[config.mk]
export PLATFORM = sky130hd
export DESIGN_NAME = alu_operand_sequencer
export DESIGN_NICKNAME = d
export VERILOG_FILES = /design/src/rtl/alu_operand_sequencer.sv
export SDC_FILE = /design/constraint.sdc
export NUM_CORES = 1
export LEC_CHECK = 0
export ABC_AREA = 0
export ABC_CLOCK_PERIOD_IN_PS = 4800
export BUFFER_PORTS_ARGS = -buffer_cell sky130_fd_sc_hd__clkbuf_2
export CORE_MARGIN = 5
export CORE_UTILIZATION = 54
export CTS_BUF_LIST = sky130_fd_sc_hd__clkbuf_4
export CTS_CLUSTER_DIAMETER = 40
export DETAILED_ROUTE_END_ITERATION = 16
export GPL_TIMING_DRIVEN = 0
export PLACE_DENSITY_LB_ADDON = 0.15
export SETUP_SLACK_MARGIN = 0.3
export SYNTH_ARGS = -nofsm -noshare
export SYNTH_HDL_FRONTEND = slang
export SYNTH_SLANG_ARGS = --single-unit
[constraint.sdc]
create_clock -name clk -period 4.8 [get_ports clk]
set_clock_uncertainty 0.1 [all_clocks]
set_input_delay 0.72 -clock clk [delete_from_list [all_inputs] [get_ports clk]]
set_output_delay 0.72 -clock clk [all_outputs]
set_load 0.005 [all_outputs]
[src/rtl/alu_operand_sequencer.sv]
// Operand/opcode entry sequencer for a downstream ALU.
// One button press per operand, then opcode, then the result is shown.
module alu_operand_sequencer #(
  parameter int n = 4
) (
  input  logic         clk,
  input  logic         rst_n,
  input  logic [n-1:0] SwIn,
  input  logic         FlagSw,
  input  logic         LoadBtn,
  input  logic [n-1:0] ALUResultIn,
  input  logic         CIn,
  input  logic         ZIn,
  output logic [n-1:0] ALUA,
  output logic [n-1:0] ALUB,
  output logic [3:0]   ALUControl,
  output logic         ALUFlagIn,
  output logic [n-1:0] ResultOut,
  output logic         COut,
  output logic         ZOut,
  output logic [2:0]   State,
  output logic         Done,
  output logic         Err
);

  typedef enum logic [2:0] {
    S_A    = 3'd0,
    S_B    = 3'd1,
    S_OP   = 3'd2,
    S_EXEC = 3'd3,
    S_SHOW = 3'd4
  } state_t;

  state_t state, state_nx;
  logic   sync1, sync2, sync3;
  logic   load;
  logic   op_ok;

  always_ff @(posedge clk or negedge rst_n) begin
    if (!rst_n) begin
      sync1 <= 1'b0;
      sync2 <= 1'b0;
      sync3 <= 1'b0;
    end else begin
      sync1 <= LoadBtn;
      sync2 <= sync1;
      sync3 <= sync2;
    end
  end

  // rising edge of the synchronized button; a held press pulses once
  assign load  = sync2 & ~sync3;
  assign op_ok = (SwIn[3:0] <= 4'h9);

  always_comb begin
    state_nx = S_A;
    unique case (state)
      S_A:     state_nx = load ? S_B : S_A;
      S_B:     state_nx = load ? S_OP : S_B;
      S_OP:    state_nx = (load && op_ok) ? S_EXEC : S_OP;
      S_EXEC:  state_nx = S_SHOW;
      S_SHOW:  state_nx = load ? S_A : S_SHOW;
      default: state_nx = S_A;
    endcase
  end

  always_ff @(posedge clk or negedge rst_n) begin
    if (!rst_n) state <= S_A;
    else        state <= state_nx;
  end

  always_ff @(posedge clk or negedge rst_n) begin
    if (!rst_n) begin
      ALUA       <= '0;
      ALUB       <= '0;
      ALUControl <= '0;
      ALUFlagIn  <= 1'b0;
      ResultOut  <= '0;
      COut       <= 1'b0;
      ZOut       <= 1'b0;
      Done       <= 1'b0;
      Err        <= 1'b0;
    end else begin
      unique case (state)
        S_A: if (load) ALUA <= SwIn;
        S_B: if (load) ALUB <= SwIn;
        S_OP: begin
          if (load && op_ok) begin
            ALUControl <= SwIn[3:0];
            ALUFlagIn  <= FlagSw;
            Err        <= 1'b0;
          end else if (load) begin
            Err <= 1'b1;
          end
        end
        S_EXEC: begin
          ResultOut <= ALUResultIn;
          COut      <= CIn;
          ZOut      <= ZIn;
          Done      <= 1'b1;
        end
        S_SHOW: if (load) Done <= 1'b0;
        default: ;
      endcase
    end
  end

  assign State = state;

endmodule

==> results of run 1 <==
## Yosys cell counts, types with 2 or more instances
master	number	area [sq um]
dfrtp_1	27	676
a21oi_1	6	30.0
nand2_1	2	7.51
buf_2	2	10.0
nor2_1	2	7.51
a2bb2oi_1	2	17.5
nand3b_1	2	15.0
mux2_4	2	30.0
mux2_2	15	169
## path summary, 6_finish.rpt
| check | start | endpoint | slack (ps) |
|---|---|---|---|
| max | State[0] | ALUFlagIn | 2960 |
| min | rst_n | ALUA[3] | 280 |
| max reg2reg | State[0] | ALUFlagIn | 2960 |
| min reg2reg | sync1 | sync2 | 280 |
| max in group asynchronous | rst_n | ALUControl[0] | 3900 |
| min in group clk | sync1 | sync2 | 280 |
## through the flow
step	area, sq um	power (mW)
after floorplan	1080	0.558
after global placement	1290	0.688
after detailed placement	1290	0.706
after CTS	1320	0.802
after global routing	1320	0.856
final	1320	0.789
## state kept, by name, indices dropped and copies added, names as in the netlist
signal,count
sync1,1
ALUControl,4
ZOut,1
COut,1
sync2,1
ResultOut,4
State,3
ALUB,4
sync3,1
Err,1
ALUA,4
Done,1
ALUFlagIn,1
## area by class of cell
type / instances / area (sq um) / area share
multi-input cells: 41 / 364 / 0.275
flip-flops and latches: 27 / 676 / 0.511
plain buffers: 5 / 32.5 / 0.0246
clock inverters: 1 / 5.00 / 0.00378
inverters: 1 / 3.75 / 0.00284
well taps: 27 / 33.8 / 0.0255
repair buffers: 37 / 185 / 0.140
clock buffers: 3 / 22.5 / 0.0170
## metal layers
| layer | part of all wire | wire, um |
|---|---|---|
| met1 | 0.43 | 840 |
| met2 | 0.48 | 948 |
| met3 | 0.072 | 142 |
| met4 | 0.020 | 40 |
| met5 | 0 | 0 |
## critical path: cells and delay by family, from the launching register on
kind | cells | cell delay [ps]
mux | 1 | 310
flops | 1 | 390
buf+inv | 1 | 170
simple gates | 2 | 770
## kinds of logic (layout without fill, tap and decap cells)
logic type,Yosys count,in the layout,share of synthesized area
AOI/OAI and AO/OA,11,11,0.0663
buffers and inverters,6,47,0.0337
DFF,27,27,0.628
muxes,17,17,0.185
and+or+nand+nor,13,13,0.0872
## report_power, final
part	switching, mW	internal, mW
Combinational	0.127	0.182
Sequential	0.0561	0.330
Clock	0.0637	0.0313
Total	0.246	0.543
==> run metrics, run 1 <==
status=finished, final reports clean; crit-path cells=buf_2 > or3b_4 > or3_4 > mux2_4; GR met2 Demand/Resource=0.256; Num Clock Sinks=27; critical path class=flip-flop to flip-flop; Final Instance Count excl. Fillers=142; Die Wd=54.6 um; Worst EP arrival=1960 ps; hold-fix buffers at CTS=0; core area=0.00192 sq mm; final hold vios=0; synth-to-layout area growth=22.9%; CTS Buf Count=3; Clock Path Buffers=2; number of diodes=0; Synth cell types=23; placed insts=138; first-pass GRT wire length=3.33 mm; Synth Cell Area=0.00108 sq mm; Worst-path clk slew=140 ps; dominant synthesized flop cell=dfrtp_1; maxcap violations=0; crit start category=flip-flop; fmax=544 MHz; slowest cell delay on critical path=400 ps; row cnt=16; root buffer cell=clkbuf_4; final net count=130; Final GP Congestion=0.748; Mean Syn Cell Area=14.5 sq um; Worst setup EP type=flip-flop; power density cells=596 mW/mm^2; commonest non-fill, non-tap cell in the layout=clkbuf_2; WL/cell=13.9 um; Core Util, Final=0.688; Slew Limit Headroom=0.577; setup violators final=0; critical path required time=4920 ps; vias in the first global route=738; Leak Pwr=0.664 nW; CP max FO=9; Iter 0 DRT Violations=7; YS warnings=0; Place WS=2800 ps; # H-tree levels=1; Worst path slowest cell=or3b_4; all-layer global routing usage=0.164; CTS tree=done; sequential share of the synthesized area=0.628; Fillers=162; M3 GR Usage=0.0572; Final Cycle Share=0.383; TNS Setup=0 ps; die height=54.6 um; DRC Markers=0; RSZ-0062 raised after global routing=false; ratio of cells with drive above 1 in the final layout=0.565; Vias=718; drt total wl=1.97 mm; ys async rst share=1.00; Max Slew Vio Count=0; crit path time final=1840 ps; Worst Max-Slew Pin Slew=634 ps; final worst slack=2960 ps; HP Class=primary input to async pin; initial antenna violation count=0; most frequent cells in the layout=clkbuf_2 (37), dfrtp_1 (27), mux2_2 (15); grt met1 use=0.196; worst r2r path cells=4; Synth Net Count=88; Initial DRT Pass Iterations=3; setup bufs post-CTS=0; die area=0.00299 sq mm; Top-Level Pins=38; Post-Syn Instances=74; Initial Utilization=0.560; Skew-Pair Late Insertion Delay=330 ps; global route overflow=0; Yosys reg bits=27; ANT nets after route=0; Port Buffer Count=37; number of synthesized flops with an enable pin=0; drt via density=5.06; Peak VDD IR=0.000338 V; largest net degree at the start of global routing=28; gr busiest metal=met2; final hold slack=277 ps; Resized cells post-CTS=0
Note: power is estimated with default switching activity, not from simulation.
==> inputs of run 2 (changes only) <==
ABC_CLOCK_PERIOD_IN_PS = 1500   (was 4800)
CORE_UTILIZATION = 45   (was 54)
clock period = 1.5 ns   (was 4.8 ns; I/O delays follow)
==> run metrics, run 2 (same netlist as run 1, synthesis figures left out) <==
Skew-Pair Late Insertion Delay=320 ps; slowest cell delay on critical path=420 ps; crit-path cells=buf_6 > or3b_4 > or3_4 > mux2_4; all-layer global routing usage=0.146; commonest non-fill, non-tap cell in the layout=clkbuf_2; maxcap violations=0; Reg2Reg Setup Slack=-310 ps; Met1 Wirelength=1.02 mm; root buffer cell=clkbuf_4; number of diodes=0; met3 WL post-DR=117 um; Fillers=173; CTS tree=done; Total Power=3.10 mW; final worst slack=-309 ps; Vias=801; Die Wd=58.9 um; DP HPWL=1.56 mm; vias in the first global route=880; global route overflow=0; WL/cell=15.1 um; Final Cycle Share=1.21; core area=0.00225 sq mm; placed insts=139; Worst Max-Slew Pin Slew=648 ps; worst hold path cell count=2; Leak Pwr=0.830 nW; drt total wl=2.49 mm; crit start category=flip-flop; die area=0.00347 sq mm; reg-to-reg critical path startpoint=State[0]; Max Slew Vio Count=0; Worst setup startpoint=State[0]; row cnt=17; final hold vios=0; critical path required time=1610 ps; Port Buffer Count=37; setup violators final=21; dpl cell area=0.00133 sq mm; Final Instance Count excl. Fillers=165; power density cells=1920 mW/mm^2; drt via density=4.85; ratio of cells with drive above 1 in the final layout=0.679; # H-tree levels=1; largest net degree at the start of global routing=28; first-pass GRT wire length=3.88 mm; Worst EP arrival=1920 ps; Num Clock Sinks=27; Clock Path Buffers=2; Initial DRT Pass Iterations=2; DRC Markers=0; die height=58.9 um; RSZ-0062 raised after global routing=true; HP Class=primary input to flip-flop; synth-to-layout area growth=49.8%; CTS Buf Count=3; status=finished with violations; WHS Endpoint=ZOut; Place WS=-293 ps; CP delay by family, top=simple AND/OR/NAND/NOR gates; Iter 0 DRT Violations=7; Initial Utilization=0.477; Worst path slowest cell=dfrtp_1; initial antenna violation count=0; Final GP Congestion=0.703; critical path class=flip-flop to flip-flop; most frequent cells in the layout=clkbuf_2 (29), dfrtp_1 (26), buf_4 (15); worst hold start=ZIn; ANT nets after route=0; post-route cell area=0.00161 sq mm; Worst-path clk slew=150 ps; WL met2=1.36 mm; Slew Limit Headroom=0.568; worst r2r path cells=4; capturing point of the worst reg2reg path=ALUControl[0]; violated checks=setup timing; crit path time final=1810 ps; fmax=553 MHz; Top Metal Used=met3; Worst setup EP type=flip-flop; Peak VDD IR=0.00135 V; Top-Level Pins=38; CP max FO=5; WP buf/inv=1; final net count=152
[run 2: cell types whose count changed in the layout (fill, tap and decap cells not counted), sizes merged]
| cell | delta |
|---|---|
| buf | +28 |
| clkbuf | -9 |
| dlygate4sd3 | +3 |
[run 2: worst max-delay path by stage]
stage	to	slack (ps)	depth (start not counted)
2_1_floorplan	ALUControl[0]	-260	4
3_3_place_gp	ALUA[0]	-280	5
3_5_place_dp	ALUA[0]	-290	5
4_1_cts	ALUControl[0]	-280	4
5_1_grt	ALUB[3]	-340	6
6_report	ALUControl[0]	-310	4
[run 2: stage by stage]
step                 util  TNS [ps]  hold slack, ps
floorplan               -     -2190            -171
finish              0.715     -3380            13.1
detailed placement  0.590     -3370             180
CTS                 0.670     -3000            11.7
global placement    0.590     -2800             173
global route        0.715     -4500           -3.47
[run 2: power breakdown]
part,total [mW],internal (mW),switching [mW]
clock network,0.313,0.0998,0.213
logic,1.53,0.984,0.547
registers,1.25,1.06,0.193
total,3.10,2.14,0.953
[run 2: what timing repair did]
item / CTS / global route
hold buffers: 2 / 1
buffers inserted: 9 / 10
gates resized for setup: 14 / 12
pin swaps: 6 / 3
hold endpoints to repair: 28 / 1
endpoints found under the setup margin: 23 / 44
[run 2: layer usage]
layer / up-vias / GRT usage
li1: 387 / -
met1: 394 / 0.184
met2: 20 / 0.252
met3: 0 / 0.0285
met4: 0 / 0.0421
met5: - / 0
[run 2: cell type report]
class                      count  area (sq um)  share of cell area
timing repair buffer          59           388               0.241
tap                           28          35.0              0.0217
clock inverter                 1          5.00             0.00311
buffer                         5          60.1              0.0373
inverter                       1          3.75             0.00233
clock buffer                   3          22.5              0.0140
sequential                    27           677               0.420
multi-input combinational     41           420               0.261
